[config.mk]
export PLATFORM = sky130hd
export DESIGN_NAME = xor_nn_trainer
export DESIGN_NICKNAME = d
export VERILOG_FILES = /design/src/rtl/xor_nn_pkg.sv /design/src/rtl/xor_nn_fxp_mul.sv /design/src/rtl/xor_nn_trainer.sv
export SDC_FILE = /design/constraint.sdc
export NUM_CORES = 2
export LEC_CHECK = 0
export ABC_AREA = 1
export ABC_CLOCK_PERIOD_IN_PS = 16490
export CAP_MARGIN = 25
export CORE_ASPECT_RATIO = 0.7
export CORE_UTILIZATION = 38
export CTS_CLUSTER_DIAMETER = 40
export DETAILED_ROUTE_END_ITERATION = 7
export MAX_ROUTING_LAYER = met4
export PLACE_DENSITY = 0.63
export SETUP_SLACK_MARGIN = 0.15
export SLEW_MARGIN = 5
export SYNTH_ARGS = -nofsm -noshare
export SYNTH_HDL_FRONTEND = slang
export SYNTH_SLANG_ARGS = --single-unit
[constraint.sdc]
create_clock -name clk -period 16.49 [get_ports clk]
set_input_delay 4.1225 -clock clk [delete_from_list [all_inputs] [get_ports clk]]
set_output_delay 4.1225 -clock clk [all_outputs]
set_load 0.005 [all_outputs]
[src/rtl/xor_nn_pkg.sv]
// xor_nn_pkg: shared FSM type, fixed-point constants and helpers for the XOR trainer.
// Define XOR_NN_TRAINER_SATURATE_EN to make fit() clamp instead of wrap.
package xor_nn_pkg;

    typedef enum logic [2:0] {
        IDLE,
        FWD_HID,
        FWD_OUT,
        BACK,
        UPDATE
    } state_e;

    localparam int FRAC = 6;
    localparam int ONE  = 1 << FRAC;
    localparam int N_W1 = 6;
    localparam int N_W2 = 3;

    // Reset weights in units of ONE
    localparam int RST_W1 [N_W1] = '{0, -1, 1, 1, 1, 1};
    localparam int RST_W2 [N_W2] = '{0, 1, -1};

    function automatic int w1_idx(input int i, input int j);
        return 2 * i + j;
    endfunction

    function automatic int w2_idx(input int k);
        return k;
    endfunction

    function automatic logic signed [63:0] fit(
        input logic signed [63:0] v,
        input int                 w
    );
`ifdef XOR_NN_TRAINER_SATURATE_EN
        logic signed [63:0] hi;
        logic signed [63:0] lo;
        hi = (64'sd1 <<< (w - 1)) - 64'sd1;
        lo = -hi - 64'sd1;
        if (v > hi) return hi;
        if (v < lo) return lo;
        return v;
`else
        return (v <<< (64 - w)) >>> (64 - w);
`endif
    endfunction

endpackage

[src/rtl/xor_nn_fxp_mul.sv]
// xor_nn_fxp_mul: signed fixed-point multiply, full-width product
// shifted right by FRAC_BITS and truncated back to ACC_WIDTH.
module xor_nn_fxp_mul #(
    parameter int ACC_WIDTH = 26,
    parameter int FRAC_BITS = 6
) (
    input  logic signed [ACC_WIDTH-1:0] a,
    input  logic signed [ACC_WIDTH-1:0] b,
    output logic signed [ACC_WIDTH-1:0] p
);

    logic signed [2*ACC_WIDTH-1:0] prod;

    assign prod = (2*ACC_WIDTH)'(a) * (2*ACC_WIDTH)'(b);
    assign p    = ACC_WIDTH'(prod >>> FRAC_BITS);

endmodule

[src/rtl/xor_nn_trainer.sv]
// xor_nn_trainer: one-sample-at-a-time SGD trainer for the 2-2-1 ReLU XOR net.
// Weight narrowing wraps unless XOR_NN_TRAINER_SATURATE_EN is defined.
module xor_nn_trainer
    import xor_nn_pkg::*;
#(
    parameter int WEIGHT_WIDTH = 12,
    parameter int FRAC_BITS    = FRAC,
    parameter int ACC_WIDTH    = 2 * WEIGHT_WIDTH + 2,
    parameter int LR_SHIFT     = 2
) (
    input  logic                      clk,
    input  logic                      reset,
    input  logic                      sample_valid,
    output logic                      sample_ready,
    input  logic [1:0]                sample_x,
    input  logic                      sample_target,
    input  logic                      sample_train,
    output logic                      result_valid,
    output logic [ACC_WIDTH-1:0]      result_y,
    output logic [ACC_WIDTH-1:0]      result_err,
    output logic [6*WEIGHT_WIDTH-1:0] w1_flat,
    output logic [3*WEIGHT_WIDTH-1:0] w2_flat
);

    typedef logic signed [WEIGHT_WIDTH-1:0] w_t;
    typedef logic signed [ACC_WIDTH-1:0]    acc_t;

    localparam int ONE_L = 1 << FRAC_BITS;

    state_e state, state_nxt;

    logic [1:0] x_q;
    logic       t_q;
    logic       train_q;
    w_t         w1 [N_W1];
    w_t         w2 [N_W2];
    acc_t       z_q [2];
    acc_t       h_q [2];
    acc_t       y_q, e_q;
    acc_t       g1 [N_W1];
    acc_t       g2 [N_W2];

    acc_t z_c [2];
    acc_t d_c [2];
    acc_t y_c, e_c;
    acc_t hw [2];
    acc_t eh [2];
    acc_t ew [2];

    for (genvar j = 0; j < 2; j++) begin : g_mul
        xor_nn_fxp_mul #(.ACC_WIDTH(ACC_WIDTH), .FRAC_BITS(FRAC_BITS)) u_hw (
            .a(h_q[j]), .b(acc_t'(w2[j+1])), .p(hw[j])
        );
        xor_nn_fxp_mul #(.ACC_WIDTH(ACC_WIDTH), .FRAC_BITS(FRAC_BITS)) u_eh (
            .a(e_q), .b(h_q[j]), .p(eh[j])
        );
        xor_nn_fxp_mul #(.ACC_WIDTH(ACC_WIDTH), .FRAC_BITS(FRAC_BITS)) u_ew (
            .a(e_q), .b(acc_t'(w2[j+1])), .p(ew[j])
        );
    end

    always_comb begin
        for (int j = 0; j < 2; j++) begin
            z_c[j] = acc_t'(w1[w1_idx(0, j)])
                   + (x_q[0] ? acc_t'(w1[w1_idx(1, j)]) : '0)
                   + (x_q[1] ? acc_t'(w1[w1_idx(2, j)]) : '0);
            // ReLU gate uses the pre-activation from the forward pass
            d_c[j] = (z_q[j] > 0) ? ew[j] : '0;
        end
        y_c = acc_t'(w2[0]) + hw[0] + hw[1];
        e_c = y_c - (t_q ? acc_t'(ONE_L) : '0);
    end

    always_comb begin
        state_nxt = state;
        unique case (state)
            IDLE:    if (sample_valid) state_nxt = FWD_HID;
            FWD_HID: state_nxt = FWD_OUT;
            FWD_OUT: state_nxt = train_q ? BACK : IDLE;
            BACK:    state_nxt = UPDATE;
            UPDATE:  state_nxt = IDLE;
            default: state_nxt = IDLE;
        endcase
    end

    always_ff @(posedge clk) begin
        if (reset) begin
            state        <= IDLE;
            x_q          <= '0;
            t_q          <= 1'b0;
            train_q      <= 1'b0;
            y_q          <= '0;
            e_q          <= '0;
            result_valid <= 1'b0;
            for (int j = 0; j < 2; j++) begin
                z_q[j] <= '0;
                h_q[j] <= '0;
            end
            for (int k = 0; k < N_W1; k++) begin
                w1[k] <= w_t'(RST_W1[k] * ONE_L);
                g1[k] <= '0;
            end
            for (int k = 0; k < N_W2; k++) begin
                w2[k] <= w_t'(RST_W2[k] * ONE_L);
                g2[k] <= '0;
            end
        end else begin
            state        <= state_nxt;
            result_valid <= (state == FWD_OUT && !train_q) || state == UPDATE;
            unique case (state)
                IDLE: if (sample_valid) begin
                    x_q     <= sample_x;
                    t_q     <= sample_target;
                    train_q <= sample_train;
                end
                FWD_HID: for (int j = 0; j < 2; j++) begin
                    z_q[j] <= z_c[j];
                    h_q[j] <= (z_c[j] > 0) ? z_c[j] : '0;
                end
                FWD_OUT: begin
                    y_q <= y_c;
                    e_q <= e_c;
                end
                BACK: begin
                    g2[0] <= e_q;
                    for (int j = 0; j < 2; j++) begin
                        g2[j+1]           <= eh[j];
                        g1[w1_idx(0, j)] <= d_c[j];
                        g1[w1_idx(1, j)] <= x_q[0] ? d_c[j] : '0;
                        g1[w1_idx(2, j)] <= x_q[1] ? d_c[j] : '0;
                    end
                end
                UPDATE: begin
                    for (int k = 0; k < N_W1; k++)
                        w1[k] <= w_t'(fit(64'(acc_t'(w1[k]) - (g1[k] >>> LR_SHIFT)),
                                          WEIGHT_WIDTH));
                    for (int k = 0; k < N_W2; k++)
                        w2[k] <= w_t'(fit(64'(acc_t'(w2[k]) - (g2[k] >>> LR_SHIFT)),
                                          WEIGHT_WIDTH));
                end
                default: ;
            endcase
        end
    end

    assign sample_ready = (state == IDLE);
    assign result_y     = y_q;
    assign result_err   = e_q;

    for (genvar i = 0; i < 3; i++) begin : g_w1
        for (genvar j = 0; j < 2; j++) begin : g_col
            assign w1_flat[w1_idx(i, j)*WEIGHT_WIDTH +: WEIGHT_WIDTH] = w1[w1_idx(i, j)];
        end
    end

    for (genvar k = 0; k < 3; k++) begin : g_w2
        assign w2_flat[w2_idx(k)*WEIGHT_WIDTH +: WEIGHT_WIDTH] = w2[w2_idx(k)];
    end

endmodule
==> summary.md <==
| Metric | Value |
|---|---|
| Placed cells | between 10000 and 15000 |
| Worst-Margin Slew | 1.06 ns |
| Tot GR Track Use | 0.234 |
| DRC | 0 |
| Register area share after synthesis | 0.166 |
| # clock sinks | 374 |
| Hold_buf cts | 0 |
| Syn Area/Cell | between 7 and 8 µm² |
| Root cell of the clock tree | clkbuf_16 |
| Status | complete, no violations |
| Via Count | 51200 |
| Critical Path RT | roughly 17 ns |
| Slowest stage delay, CP | 0.89 ns |
| HPWL Detailed | around 150 mm |
| DP Area | between 60000 and 70000 µm² |
| Critical path's slowest cell | edfxtp_1 |
| # setup viols final | 0 |
| Yosys cell types | 61 |
| Period utilisation layout | 0.556 |
| Htree depth | 3 |
| Post-route minimum period | 9.17 ns |
| Met1 WL | 85.2 mm |
| Hold Path Class | reg -> reg |
| Final hold violation count | 0 |
| Final ANT Viol Nets | 0 |
| Clk buf depth | 3 |
| Initial core utilization | 0.385 |
| Leading cell type in the layout, fill and taps excluded | inv_1 |
| Final wirelength | 190 mm |
| Critical path's most frequent cell | nand2_1 |
| WL/cell | 18.4 µm |
| Top_reg_cell synth | edfxtp_1 |
| Layout cells sized above 1 | 0.0394 |
| Worst setup path startpoint | w2[0][14] |
| WL met3 | 16.5 mm |
| R2R setup slack | 7.32 ns |
| Hold path start | train_q |
| Max-Cap Viols | 0 |
| RD Place Congestion | 0.992 |
| Clock Latency Late Sink | 0.71 ns |
| Crit Reg-Reg Startpoint | w2[0][14] |
| Die Ht | 346 µm |
| Largest net degree at the start of global routing | 72 |
| Final instance area | 70900 µm² |
| DR vias/cell | around 5 |
| CTS buffer count | 73 |
| Highest metal used | met4 |
| Synthesis warning total | 0 |
| CORE AREA | 167000 µm² |
| Setup Skew | between 0.04 and 0.05 ns |
| Die width | slightly below 500 µm |
| Synth Instances | 8054 |
| CP Class | reg -> reg |
| Nature of the critical path endpoint | register |
| TritonCTS clock tree | done |
| Post-CTS Resized | 0 |
| RSZ-0062 raised after global routing | false |
| Port bufs | between 150 and 200 |
| Initial antenna violation count | 1 |
| FF+latch count, synth | around 370 |
| Setup total negative slack | 0 ns |
| Fillers | 16600 |
| Final net count | just under 10000 |
| Arr. time, crit path | around 10 ns |
| Async set or reset register ratio after synthesis | 0 |
| Initial DRC Count | 4303 |
| Relative slew margins | 0.291 |
| Met2 wire length | 82.7 mm |
| 1st-pass router iterations | 8 |
| Most frequent cells in the layout | 2212 x inv_1, 1984 x nand2_1, 1041 x fa_1, 557 x ha_1, 369 x nor2_1 |
| Fmax | 109 MHz |
| First-pass GRT wire length | just over 300 mm |
| Clock Pin Slew Worst Setup and Hold Paths | 0.06 ns |
| Finished Layout Cells | around 10000 |
| Worst Path Max Fanout | 27 |
| Count of pins over their slew limit | 0 |
| Die Area | approximately 170000 µm² |
| Area added between synthesis and finish | 10.2% |
| Post-Syn Area | 64400 µm² |
| Global route overflow | 0 |
| Vias in the first global route | 52700 |
| I/O pin count | 169 |
| Final hold slack | 0.498 ns |
| Setup Fix Bufs, Post-CTS | 0 |
| Startpoint class of the critical path | register |
| Number of synthesized flops with an enable pin | 320 |
| Num rows | 125 |
## path summary, 6_finish.rpt
kind | cells past startpoint | end
setup / recovery | 40 | result_err[23]
hold / removal | 1 | result_valid
setup reg to reg | 40 | result_err[23]
hold reg to reg | 1 | result_valid
## cells in the mapped netlist (3+ instances only)
cell       instances  area (µm²)
a211oi_1           5        37.5
a21boi_0           5        37.5
a21boi_1           3        22.5
a21o_1            16         120
a21oi_1          276        1380
a21oi_2            3        26.3
a221oi_1           3        26.3
a31oi_1           16         100
and2_1             4        25.0
and3_1             3        18.8
buf_1             59         221
buf_2             28         140
buf_4              7        52.6
clkbuf_1         248         931
clkinv_1           6        22.5
dfxtp_1           54        1080
edfxtp_1         320        9610
fa_1            1041       20800
ha_1             557        6970
inv_1           2212        8300
inv_2              4        15.0
nand2_1         1986        7450
nand2_2           13        81.3
nand3_1          154         771
nand3_2            5        50.1
nand3b_1          12        90.1
nand4_1           33         206
nor2_1           370        1390
nor2_2            11        68.8
nor2_4             4        45.0
nor3_1            39         195
nor3b_1            3        22.5
nor4_1            16         100
o2111ai_1          5        43.8
o211ai_1          20         150
o21a_1            24         180
o21ai_0          172         861
o21ai_1           14        70.1
o21bai_1          16         120
o221ai_1           5        43.8
o31ai_1            7        52.6
or2_2             36         225
xnor2_1          102         893
xor2_1           116        1020
## critical path: cells and delay by family (launching register included)
kind,cells,cell delay (ns)
AO/OA/AOI/OAI,3,0.57
XOR/XNOR,1,0.28
adder cells (fa/ha/maj),8,3.42
buffers and inverters,9,1.07
flip-flops,1,0.89
AND/OR/NAND/NOR,19,2.84
## cell type report
type / instances / area, µm² / area share
clock buffers: 83 / 1920 / 0.0270
multi-input cells: 5128 / 44000 / 0.621
inverters: 2222 / 8340 / 0.118
flip-flops and latches: 374 / 10700 / 0.151
clock inverters: 51 / 611 / 0.00861
well taps: 2222 / 2780 / 0.0392
repair buffers: 259 / 2490 / 0.0351
diodes: 3 / 7.51 / 0.000106
## per-layer routing
metal,track usage,vias up
li1,-,23600
met1,0.324,25300
met2,0.346,1961
met3,0.0450,259
met4,0.0678,0
met5,-,-
## flip-flops by register name, summed over array words and instances (netlist names), 20 cells and up
signal,cells
g1,72
w1,72
result_y,26
g2,36
w2,36
z_q,52
h_q,52
result_err,20
## through the flow
stage	worst slack (ns)	util
after floorplan	8.93	-
after global placement	7.71	0.408
after detailed placement	7.54	0.408
after CTS	7.53	0.424
after global routing	6.74	0.424
final	7.32	0.424
## kinds of logic (layout without fill, tap and decap cells)
| group | Yosys count | in the layout | synth area share |
|---|---|---|---|
| xor+xnor | 221 | 221 | 0.0306 |
| buf+inv | 2565 | 2615 | 0.151 |
| flops | 374 | 374 | 0.166 |
| fa+ha+maj | 1598 | 1598 | 0.432 |
| other cells | 1 | 17 | 0.0000583 |
| simple gates | 2698 | 2698 | 0.169 |
| compound gates | 597 | 597 | 0.0519 |
Power is left out: the tool's default activity adds up to more than one toggle a clock period on the data nets, which glitch-free logic cannot reach.
